--- src/rtl/memory_access_stage.sv ---
// memory_access_stage: pipeline MEM stage issuing req/ack data memory accesses with
// load formatting, upstream stall and access timeout.
module memory_access_stage #(
  parameter int TIMEOUT_CYCLES = 15
) (
  input  logic        clk,
  input  logic        reset,
  input  logic        valid_in,
  input  logic        load_in,
  input  logic        store_in,
  input  logic        byte_in,
  input  logic [31:0] addr_in,
  input  logic [31:0] alu_result_in,
  input  logic [31:0] store_data_in,
  input  logic [3:0]  rd_in,
  input  logic        link_in,
  input  logic        writeback_enable_in,
  input  logic [3:0]  cpsr_status_in,
  output logic        stall_out,
  output logic        mem_req,
  output logic        mem_we,
  output logic [31:0] mem_addr,
  output logic [31:0] mem_wdata,
  output logic [3:0]  mem_wstrb,
  input  logic        mem_ack,
  input  logic [31:0] mem_rdata,
  output logic        valid_out,
  output logic [31:0] data_out,
  output logic [3:0]  rd_out,
  output logic        link_out,
  output logic        writeback_enable_out,
  output logic [3:0]  cpsr_status_out,
  output logic        mem_fault_out
);
  typedef enum logic {IDLE, ACCESS} state_t;
  state_t      state;
  logic [7:0]  cnt;
  logic        op_load, op_byte, op_link, op_wb;
  logic [1:0]  op_lo;
  logic [31:0] op_alu, rot, load_data;
  logic [3:0]  op_rd, op_cpsr;
  logic        is_mem, timeout;
  always_comb begin
    is_mem    = valid_in && (load_in || store_in);
    timeout   = cnt == 8'(TIMEOUT_CYCLES - 1);
    stall_out = state == IDLE ? is_mem : !mem_ack && !timeout;
    rot       = 32'({mem_rdata, mem_rdata} >> {op_lo, 3'b000});
    load_data = op_byte ? {24'b0, rot[7:0]} : rot;
  end
  always_ff @(posedge clk) begin
    if (reset) begin
      state <= IDLE;
      cnt <= '0;
      mem_req <= 1'b0;
      mem_we <= 1'b0;
      mem_addr <= '0;
      mem_wdata <= '0;
      mem_wstrb <= '0;
      valid_out <= 1'b0;
      data_out <= '0;
      rd_out <= '0;
      link_out <= 1'b0;
      writeback_enable_out <= 1'b0;
      cpsr_status_out <= '0;
      mem_fault_out <= 1'b0;
      op_load <= 1'b0;
      op_byte <= 1'b0;
      op_lo <= '0;
      op_alu <= '0;
      op_rd <= '0;
      op_link <= 1'b0;
      op_wb <= 1'b0;
      op_cpsr <= '0;
    end else begin
      mem_fault_out <= 1'b0;
      if (state == IDLE) begin
        if (!valid_in) begin
          valid_out <= 1'b0;
          writeback_enable_out <= 1'b0;
        end else if (!is_mem) begin
          valid_out <= 1'b1;
          data_out <= alu_result_in;
          rd_out <= rd_in;
          link_out <= link_in;
          writeback_enable_out <= writeback_enable_in;
          cpsr_status_out <= cpsr_status_in;
        end else begin
          state <= ACCESS;
          cnt <= '0;
          valid_out <= 1'b0;
          writeback_enable_out <= 1'b0;
          op_load <= load_in;
          op_byte <= byte_in;
          op_lo <= addr_in[1:0];
          op_alu <= alu_result_in;
          op_rd <= rd_in;
          op_link <= link_in;
          op_wb <= writeback_enable_in;
          op_cpsr <= cpsr_status_in;
          mem_req <= 1'b1;
          mem_we <= !load_in;
          mem_addr <= {addr_in[31:2], 2'b00};
          mem_wdata <= byte_in ? {4{store_data_in[7:0]}} : store_data_in;
          mem_wstrb <= load_in ? 4'b0000 : byte_in ? 4'b0001 << addr_in[1:0] : 4'b1111;
        end
      end else if (mem_ack || timeout) begin
        state <= IDLE;
        mem_req <= 1'b0;
        valid_out <= 1'b1;
        rd_out <= op_rd;
        link_out <= op_link;
        cpsr_status_out <= op_cpsr;
        writeback_enable_out <= mem_ack && op_load && op_wb;
        mem_fault_out <= !mem_ack;
        if (mem_ack) data_out <= op_load ? load_data : op_alu;
      end else begin
        cnt <= cnt + 8'd1;
      end
    end
  end
endmodule

--- config.mk ---
export PLATFORM = sky130hd
export DESIGN_NAME = memory_access_stage
export DESIGN_NICKNAME = d
export VERILOG_FILES = /design/src/rtl/memory_access_stage.sv
export SDC_FILE = /design/constraint.sdc
export NUM_CORES = 1
export LEC_CHECK = 0
export ABC_AREA = 1
export BUFFER_PORTS_ARGS = -buffer_cell sky130_fd_sc_hd__buf_2
export CORE_MARGIN = 3
export CORE_UTILIZATION = 51
export DETAILED_ROUTE_END_ITERATION = 8
export PLACE_DENSITY = 0.83
export SYNTH_ARGS = -nofsm -noshare
export SYNTH_HDL_FRONTEND = slang
export SYNTH_SLANG_ARGS = --single-unit
export TNS_END_PERCENT = 100
--- constraint.sdc ---
create_clock -name clk -period 1.7 [get_ports clk]
set_input_delay 0.34 -clock clk [delete_from_list [all_inputs] [get_ports clk]]
set_output_delay 0.34 -clock clk [all_outputs]
set_load 0.02 [all_outputs]
# --- Word-level counts from Yosys, hierarchy flattened ---
# Cells that the tools add are included.
totals:
  register_bits: 167
  in_bits: 145
  out_inout_bits: 115
op_classes:
  n_addsub: 1
  eq_ne: 5
  n_shift: 2
  muxes: 43
  bitwise: 2
  reduce_logical: 17
ops:
  columns: ["cell", "count"]
  rows:
  - ["$mux 32", 8]
  - ["$shr 64x5->32", 1]
  - ["$mux 4", 10]
  - ["$mux 8", 4]
  - ["$mux 1", 21]
  - ["$reduce_and 3->1", 4]
  - ["$add 8x1->8 const B", 1]
  - ["$eq 8x4->1 const B", 1]
  - ["$ne 2x2->1 const B", 3]
  - ["$logic_and 1x1->1", 4]
  - ["$reduce_and 4->1", 1]
  - ["$reduce_bool 2->1", 2]
  - ["$shl 1x2->4 const A", 1]
  - ["$logic_not 1->1", 3]
  - ["$reduce_or 3->1", 1]
  - ["$logic_or 1x1->1", 2]
  - ["$ne 2x1->1 const B", 1]
  - ["$not 1->1", 2]

# --- Depth between registers and ports, before layout ---
# Gate-level depths: netlist of the first run.
logic_depth:
  depth_word: 6
  depth_mapped: 10
  ltp_nobuf: 10

# --- Worst setup path after synthesis of the first run ---
# OpenSTA, ideal clock, no wires.
synth_path:
  kind: "register to output"
  start: "reg cnt[0]"
  end: "out stall_out"
  t_arrival_ns: 1.135
  t_required_ns: 1.360
  setup_slack_ns: 0.225
  path_stages_with_launch: 8
  path_buffers: 0
  path_cell_list: "dfxtp_1 inv_1 ha_1 nand2_1 nor2_1 nand2_1 nand3_2 nand2_2"
synth_between:
  elab_chain_cells: 4
synth_rtl:
  columns: ["item", "line", "text"]
  rows:
  - ["from (decl)", "37", "logic [7:0] cnt;"]
  - ["from (signal assigned)", "117", "cnt <= cnt + 8'd1;"]
  - ["$eq 8x4->1", "45", "timeout = cnt == 8'(TIMEOUT_CYCLES - 1);"]
  - ["$logic_not 1->1", "46", "stall_out = state == IDLE ? is_mem : !mem_ack && !timeout;"]
  - ["$logic_and 1x1->1", "46", null]
  - ["$mux 1", "46", null]
  - ["to (decl)", "19", "output logic stall_out,"]
# Every way passes these cells.

# --- Worst setup path in the final report of the first run ---
# Ends and elaborated chain as after synthesis.

==> results.ini, run 1 <==
[status]
status=finished, violations left
violations=setup timing

[placed_design]
pre_cts_ws_ns=0.0652
port-buffer-count=257
gp_congestion=0.929
place_inst=1503
place_hpwl_um=16600

[power_and_ir_drop]
leakagePower_nw=4.62
p_per_area_mw_per_mm2=1060
vdd_drop_max_mv=0.745

[global_routing]
antenna_found_initial=1
grt_pass1_vias=7704
grt_pass1_wl_um=37800
grt_max_degree=62
grt_use_total=0.284
overflow=0

[logic_synthesis]
ys_seq_area_frac=0.437
synth.avg_cell_area_um2=6.91
synth_seq_cells=167
syn_inst=1108
ys_types=31
synth_area_mm2=0.00765
ys_warn_count=0

[sta]
holdWs_ns=0.148
worst_slew_pin_slew_ns=0.620
setup_violations=1
final-max-slew-violation-count=0
hold_violations=0
rsz0062_at_grt=yes
fin_setup_tns_ns=-0.0940
fin_skew_ns=0.00901
maxSlewHeadroom=0.587
fin_crit_ns=1.79
period_share=1.06
final.setup.worst_slack_ns=-0.0940
fmax_mhz=557

[clock_network]
clk_latency_ns=0.43
cts_tree=yes
cts_buffers=17
path_clk_slew_ns=0.07
cts_root_buffer=clkbuf_16
cts.sinks=167
cts_max_path_buffers=2
htree_levels=4

[cells_and_area]
syn_to_final_growth_pct=28.9
diodes=0
drive_gt1_frac=0.262
fillers=1246
final_nets=1493
final_util=0.676
stdcell_count=1543

[floorplan]
coreArea_mm2=0.0146
die_h_um=129
ios=260
die_area_mm2=0.0165
fp.dieW_um=129
fp-row-count=44
initial_core_util=0.525

[detailed_routing]
drc_errors=0
firstDrtPassIters=6
ant_nets=0
vias=8419
wl_met3_um=2390
wl_per_cell_um=15.6
drt_iter0_drc=762
met1_length_um=9560
vias_per_cell=5.46
top_layer=met5
dr_wl_met2_um=11300
wl_um=24100

[setup_path]
crit_type=reg -> out
reg2reg_from=cnt[0]
rr_endpoint=cpsr_status_out[2]
startpoint_type=flop
ff2ff_setup_slack_ns=0.10
cp_max_fo=2
arrival_ns=1.45
r2r_cells=11
endpoint_kind=primary output
required_ns=1.36

[flow_run]
cap_violations=0

[worst_hold_path]
min_from=addr_in[23]
hp-class=in -> reg
whs_path_depth=3
hold_end=mem_addr[23]

## where the power goes
group	internal, mW	switching, mW
logic	0.724	1.30
registers	4.20	0.148
clock network	2.34	1.71
## final cells by class
type | count | area [µm²] | share of cell area
clock buffer | 17 | 425 | 0.0431
clock inverter | 15 | 188 | 0.0190
inverter | 44 | 166 | 0.0169
multi-input combinational | 814 | 3760 | 0.382
sequential | 167 | 3350 | 0.339
tap | 184 | 230 | 0.0233
timing repair buffer | 302 | 1740 | 0.177
## per-stage QoR
step                      area (µm²)  power, mW
after floorplan                 7660       5.67
after global placement          9150       6.37
after detailed placement        9150       6.41
after CTS                       9840       10.4
after global routing            9870       10.9
final                           9870       10.4
## worst max-delay path, cell delays in order, from the launching register on
cell     delay [ns]
dfxtp_2        0.32
inv_2          0.07
ha_4           0.12
nand2_2        0.04
nor2_2         0.11
nand2_2        0.09
nand3_4        0.08
nand2_4        0.06
buf_6          0.13
## registers in the layout, indices dropped and copies added, names as in the netlist, 2 cells and up
signal	cells
cnt	8
rd_out	4
data_out	32
mem_addr	30
op_cpsr	4
op_alu	32
mem_wdata	32
cpsr_status_out	4
mem_wstrb	4
op_rd	4
op_lo	2
## worst max path at each step
stage / from / end / slack [ns]
final: cnt[0] / stall_out / -0.09
after global routing: cnt[0] / stall_out / -0.15
after CTS: cnt[0] / stall_out / -0.12
after detailed placement: load_in / mem_wdata[20] / 0.07
after global placement: load_in / mem_wdata[11] / 0.12
after floorplan: cnt[0] / stall_out / 0.22
## layout by cell type (no fill, tap or decap), types with 2 or more instances in the layout
cell type	synthesis	routed
nand2_2	3	3
o21ai_1	6	6
xnor2_1	2	2
nand2_1	263	261
dfxtp_2	0	4
buf_4	7	36
o21ai_0	118	118
buf_12	0	9
bufinv_16	0	3
a21oi_1	161	161
nor2_4	3	3
a31oi_1	9	9
inv_6	0	5
dfxtp_1	167	163
clkbuf_16	0	17
buf_2	25	256
clkinv_2	1	3
clkinvlp_4	0	2
nand3_1	96	96
conb_1	1	2
a22oi_1	3	3
nor2_1	130	129
nand2_4	0	2
inv_1	41	39
mux2i_1	9	9
clkinv_4	0	2
inv_2	2	4
## timing repair
| action | CTS | global route |
|---|---|---|
| buffers inserted | 6 | 2 |
| gates cloned | 0 | 0 |
| hold buffers | 0 | 0 |
| gates resized for setup | 10 | 4 |
| endpoints found under the setup margin | 1 | 1 |
| pin swaps | 5 | 2 |
## cells in the mapped netlist, drive strengths merged
cell / instances / area share
a211oi: 1 / 0.00098
a21oi: 161 / 0.11
a22oi: 3 / 0.0029
a31oi: 9 / 0.0074
buf: 42 / 0.034
clkbuf: 42 / 0.021
clkinv: 1 / 0.00065
conb: 1 / 0.00049
dfxtp: 167 / 0.44
ha: 2 / 0.0033
inv: 43 / 0.021
mux2i: 9 / 0.012
nand2: 266 / 0.13
nand3: 97 / 0.064
nand4: 1 / 0.00082
nor2: 134 / 0.071
nor3: 1 / 0.00065
o21ai: 125 / 0.083
xnor2: 2 / 0.0023
xor2: 1 / 0.0011
## cells by family (layout without fill, tap and decap cells)
group / Yosys count / after routing / share of synthesized area
other cells: 1 / 2 / 0.000490
mux: 9 / 9 / 0.0118
xor+xnor: 3 / 3 / 0.00343
compound gates: 299 / 299 / 0.200
fa+ha+maj: 2 / 2 / 0.00327
simple gates: 499 / 499 / 0.268
buf+inv: 128 / 378 / 0.0767
flops: 167 / 167 / 0.437
## metal layers
metal / GRT usage / up-vias
li1: - / 4131
met1: 0.356 / 3797
met2: 0.467 / 433
met3: 0.0639 / 56
met4: 0.131 / 2
met5: 0 / -
Power figures use the tool's default switching activity.
==> run 2, diff against run 1 <==
--- a/config.mk
+++ b/config.mk
@@ -8,9 +8,10 @@
 export ABC_AREA = 1
 export BUFFER_PORTS_ARGS = -buffer_cell sky130_fd_sc_hd__buf_2
 export CORE_MARGIN = 3
-export CORE_UTILIZATION = 51
+export CORE_UTILIZATION = 52
+export CTS_BUF_LIST = sky130_fd_sc_hd__clkbuf_2
 export DETAILED_ROUTE_END_ITERATION = 8
-export PLACE_DENSITY = 0.83
+export PLACE_DENSITY = 0.84
 export SYNTH_ARGS = -nofsm -noshare
 export SYNTH_HDL_FRONTEND = slang
 export SYNTH_SLANG_ARGS = --single-unit
==> constraint.sdc (replaced) <==
create_clock -name clk -period 1.8 [get_ports clk]
set_input_delay 0.36 -clock clk [delete_from_list [all_inputs] [get_ports clk]]
set_output_delay 0.36 -clock clk [all_outputs]
set_load 0.02 [all_outputs]
==> results.ini, run 2 (same netlist as run 1, synthesis figures left out) <==
[status]
status=finished, violations left
violations=setup timing

[worst_hold_path]
min_from=mem_rdata[2]
hold_end=data_out[2]
hp-class=in -> reg
whs_path_depth=5  ; +2

[setup_path]
reg2reg_from=cnt[0]
ff2ff_setup_slack_ns=0.16  ; +0.06 ns
required_ns=1.44  ; +0.08 ns
crit_type=reg -> out
rr_endpoint=cnt[1]
endpoint_kind=primary output
startpoint_type=flop
cp_max_fo=2  ; unchanged
r2r_cells=11  ; unchanged
arrival_ns=1.88  ; +0.43 ns

[clock_network]
htree_levels=4  ; unchanged
cts_buffers=17  ; unchanged
clk_latency_ns=0.74  ; +0.31 ns
cts_max_path_buffers=2  ; unchanged
path_clk_slew_ns=0.26  ; +0.19 ns
cts.sinks=167  ; unchanged
cts_root_buffer=clkbuf_2
cts_tree=yes

[power_and_ir_drop]
p_per_area_mw_per_mm2=800  ; -24%
leakagePower_nw=4.95  ; +7.1%
finalPower_mw=8.54  ; -18%
vdd_drop_max_mv=0.546  ; -27%

[sta]
setup_violations=2  ; +1
fin_skew_ns=0.0427  ; +0.0337 ns
fmax_mhz=446
worst_slew_pin_slew_ns=0.612  ; -0.00765 ns
rsz0062_at_grt=yes
final.setup.worst_slack_ns=-0.441  ; -0.347 ns
final-max-slew-violation-count=0  ; unchanged
maxSlewHeadroom=0.592  ; +0.00510
fin_crit_ns=2.24
period_share=1.25
holdWs_ns=0.0968  ; -0.0510 ns
hold_violations=0  ; unchanged

[detailed_routing]
drt_iter0_drc=1157  ; +52%
wl_um=28600  ; +19%
firstDrtPassIters=6  ; unchanged
drc_errors=0  ; unchanged
wl_per_cell_um=17.3  ; +11%
vias_per_cell=5.70  ; +4.4%
vias=9411  ; +12%
ant_nets=0  ; unchanged

[cells_and_area]
top_regs=data_out (32), mem_wdata (32), op_alu (32)
final_cell_mix=262 x nand2_1, 252 x buf_2, 161 x a21oi_1
stdcell_count=1652  ; +7.1%
drive_gt1_frac=0.264  ; +0.00199
syn_to_final_growth_pct=39.4
final_common_cell=nand2_1
fillers=999  ; -20%
finalInstanceArea_mm2=0.0107  ; +8.1%
final_nets=1604  ; +7.4%

[floorplan]
fp-row-count=43  ; -2.3%
fp.dieW_um=127  ; -0.92%
die_area_mm2=0.0162  ; -1.8%
die_h_um=127  ; -0.92%
coreArea_mm2=0.0141  ; -3.0%
initial_core_util=0.541  ; +0.0163
ios=260  ; unchanged

[global_routing]
grt_pass1_wl_um=43800  ; +16%
antenna_found_initial=2  ; +1
grt_pass1_vias=8761  ; +14%
grt_max_degree=58  ; -6.5%
grt_use_total=0.335  ; +0.0512
overflow=0  ; unchanged

[placed_design]
port-buffer-count=257  ; unchanged
place_hpwl_um=17000  ; +2.2%
place_inst=1496  ; -0.47%
postPlaceCellArea_mm2=0.00911  ; -0.44%
gp_congestion=0.901  ; -3.1%

[flow_run]
cap_violations=0  ; unchanged

run 2: cell types whose count changed in the layout (fill, tap and decap cells not counted), moves of 2 or more:
cell           change
clkinv_4           -2
clkbuf_16         -17
dfxtp_2           +39
buf_4              -2
clkbuf_2          +18
clkbuf_4           +2
buf_2              -4
dlygate4sd3_1    +116
clkinv_2           +2
diode_2            +2
dfxtp_1           -39
run 2: worst max-delay path by stage:
| stage | slack (ns) | from | to | cells after the start |
|---|---|---|---|---|
| floorplan | 0.30 | cnt[0] | stall_out | 7 |
| global placement | 0.19 | load_in | mem_wdata[8] | 8 |
| detailed placement | 0.16 | valid_in | data_out[2] | 9 |
| CTS | -0.48 | cnt[0] | stall_out | 8 |
| global route | -0.58 | cnt[0] | stall_out | 8 |
| finish | -0.44 | cnt[0] | stall_out | 8 |
run 2: critical path, stage by stage, from the launching register on:
cell,delay [ns]
dfxtp_2,0.39
inv_2,0.07
ha_4,0.12
nand2_2,0.04
nor2_1,0.09
nand2_1,0.09
nand3_2,0.10
nand2_2,0.09
buf_6,0.14
run 2: final cells by class:
cell class                 count  area [µm²]  share of cell area
inverter                      44         166              0.0156
clock buffer                  18        90.1             0.00845
antenna                        2        5.00            0.000469
multi-input combinational    814        3750               0.351
sequential                   167        3400               0.318
tap                          180         225              0.0211
clock inverter                14         171              0.0161
timing repair buffer         413        2860               0.269
run 2: layer usage:
| layer | track usage | vias up | part of all wire | wire (µm) |
|---|---|---|---|---|
| met2 | 0.565 | 673 | 0.48 | 13800 |
| met5 | 0 | - | 0 | 0 |
| met4 | 0.189 | 0 | 0.050 | 1440 |
| met3 | 0.0903 | 130 | 0.10 | 2980 |
| met1 | 0.384 | 4254 | 0.37 | 10500 |
| li1 | - | 4354 | - | - |
run 2: through the flow:
stage | setup slack (ns) | utilization | setup TNS (ns)
3_5_place_dp | 0.162 | 0.644 | 0
5_1_grt | -0.580 | 0.754 | -0.610
2_1_floorplan | 0.305 | - | 0
4_1_cts | -0.485 | 0.746 | -0.485
6_report | -0.441 | 0.754 | -0.541
3_3_place_gp | 0.192 | 0.644 | 0
run 2: where the power goes:
group	total [mW]	leakage, nW	internal, mW	switching (mW)
clock	2.20	0.157	0.798	1.41
sequential	4.14	1.39	3.99	0.152
combinational	2.19	3.40	0.851	1.34
total	8.54	4.95	5.64	2.89
run 2: repair_timing:
item | in CTS | in global routing
hold buffers | 115 | 1
pin swaps | 3 | 3
gates resized for setup | 5 | 48
hold endpoints to repair | 156 | 2
setup endpoints to repair | 1 | 43
gates cloned | 0 | 0
buffers inserted | 3 | 3
==> run 3, diff against run 2 <==
--- a/config.mk
+++ b/config.mk
@@ -7,6 +7,7 @@
 export LEC_CHECK = 0
 export ABC_AREA = 1
 export BUFFER_PORTS_ARGS = -buffer_cell sky130_fd_sc_hd__buf_2
+export CORE_ASPECT_RATIO = 0.7
 export CORE_MARGIN = 3
 export CORE_UTILIZATION = 52
 export CTS_BUF_LIST = sky130_fd_sc_hd__clkbuf_2
==> results.ini, run 3 (same netlist as run 1, synthesis figures left out) <==
[clock_network]
cts_max_path_buffers=2  ; unchanged
cts_buffers=17  ; unchanged
htree_levels=4  ; unchanged
clk_latency_ns=0.71  ; -0.03 ns
cts_tree=yes
cts_root_buffer=clkbuf_2
path_clk_slew_ns=0.25  ; about the same
cts.sinks=167  ; unchanged

[detailed_routing]
wl_um=26300  ; -8.2%
vias_per_cell=5.48  ; -3.8%
vias=9017  ; -4.2%
firstDrtPassIters=7  ; +1
ant_nets=0  ; unchanged
drc_errors=0  ; unchanged
drt_iter0_drc=937  ; -19%
wl_per_cell_um=16.0  ; -7.9%

[power_and_ir_drop]
finalPower_mw=8.36  ; -2.1%
p_per_area_mw_per_mm2=791  ; -1.2%
leakagePower_nw=4.88  ; -1.3%
vdd_drop_max_mv=0.672  ; +23%

[setup_path]
cp_max_fo=2  ; unchanged
arrival_ns=1.80  ; -0.08 ns
startpoint_type=flop
crit_type=reg -> out
required_ns=1.44  ; about the same
endpoint_kind=primary output

[sta]
fmax_mhz=464  ; +3.9%
fin_crit_ns=2.16  ; -0.0850 ns
final.setup.worst_slack_ns=-0.356  ; +0.0850 ns
rsz0062_at_grt=yes
maxSlewHeadroom=0.584  ; -0.00818
fin_skew_ns=0.0398  ; -0.00290 ns
worst_slew_pin_slew_ns=0.624  ; +0.0123 ns
period_share=1.20  ; -0.0472
fin_setup_tns_ns=-0.356  ; +0.185 ns
setup_violations=1  ; -1
final-max-slew-violation-count=0  ; unchanged
hold_violations=0  ; unchanged

[cells_and_area]
fillers=1095  ; +9.6%
top_regs=data_out (32), mem_wdata (32), op_alu (32)
final_common_cell=nand2_1
drive_gt1_frac=0.243  ; -0.0208
syn_to_final_growth_pct=38.1
diodes=0  ; -2
stdcell_count=1646  ; -0.36%
final_nets=1591  ; -0.81%
final_cell_mix=261 x nand2_1, 256 x buf_2, 160 x dfxtp_1
multi_input_area_mm2=0.00378  ; +1.0%
layout.area.seq_mm2=0.00335  ; -1.3%
finalInstanceArea_mm2=0.0106  ; -0.93%

[floorplan]
fp.dieW_um=151  ; +19%
ios=260  ; unchanged
fp-row-count=36  ; -16%
die_h_um=108  ; -16%
coreArea_mm2=0.0141  ; about the same
initial_core_util=0.541  ; about the same
die_area_mm2=0.0162  ; +0.14%

[status]
status=finished, violations left
violations=setup timing

[placed_design]
place_hpwl_um=16200  ; -4.7%
gp_congestion=0.892  ; -0.97%
postPlaceCellArea_mm2=0.00906  ; -0.48%
port-buffer-count=257  ; unchanged
pre_cts_ws_ns=0.0549  ; -0.107 ns
place_inst=1498  ; +0.13%

[global_routing]
grt_use_total=0.322  ; -0.0135
overflow=0  ; unchanged
grt_pass1_vias=8627  ; -1.5%
grt_pass1_wl_um=42100  ; -4.0%
antenna_found_initial=0  ; -2
grt_max_degree=70  ; +21%

[flow_run]
cap_violations=0  ; unchanged

[worst_hold_path]
hp-class=in -> reg

[run 3: routing by layer]
metal	track usage	wire [µm]	vias to the layer above
met2	0.528	12300	524
li1	-	-	4332
met1	0.401	10300	4065
met5	0	0	-
met4	0.133	932	0
met3	0.0859	2810	96
[run 3: report_power, final]
part | internal (mW) | total [mW] | switching, mW
Sequential | 3.98 | 4.12 | 0.145
Clock | 0.682 | 2.11 | 1.43
Combinational | 0.826 | 2.12 | 1.29
Total | 5.49 | 8.36 | 2.87
[run 3: layout make-up]
type                    instances  share of cell area
clock inverters                13              0.0150
inverters                      44              0.0160
repair buffers                400               0.262
clock buffers                  18             0.00852
well taps                     190              0.0225
flip-flops and latches        167               0.317
multi-input cells             814               0.358
[run 3: final timing paths]
check,start,endpoint,slack [ns],cells after the start
setup / recovery,cnt[0],stall_out,-0.36,8
hold reg to reg,op_alu[13],op_alu[13],0.48,2
hold / removal,store_in,writeback_enable_out,0.06,6
setup reg to reg,cnt[0],writeback_enable_out,0.06,13
[run 3: timing repair]
item,in CTS,in global routing
cloned,0,1
endpoints found under the setup margin,1,21
gates resized for setup,15,14
hold buffers,109,0
endpoints found under the hold margin,148,0
pin swaps,8,3
setup buffers,10,1
[run 3: stage by stage]
| stage | util | hold slack [ns] |
|---|---|---|
| after floorplan | - | 0.443 |
| after global placement | 0.641 | 0.450 |
| after detailed placement | 0.641 | 0.455 |
| after CTS | 0.744 | 0.000273 |
| after global routing | 0.747 | 0.00255 |
| final | 0.747 | 0.0560 |
[run 3: critical path, cell delays in order (launching register included)]
cell and delay [ns]:
dfxtp_2 0.39, inv_2 0.07, ha_4 0.13, nand2_4 0.05
nor2_4 0.08, nand2_2 0.08, nand3_2 0.09, nand2_2 0.07
buf_6 0.14
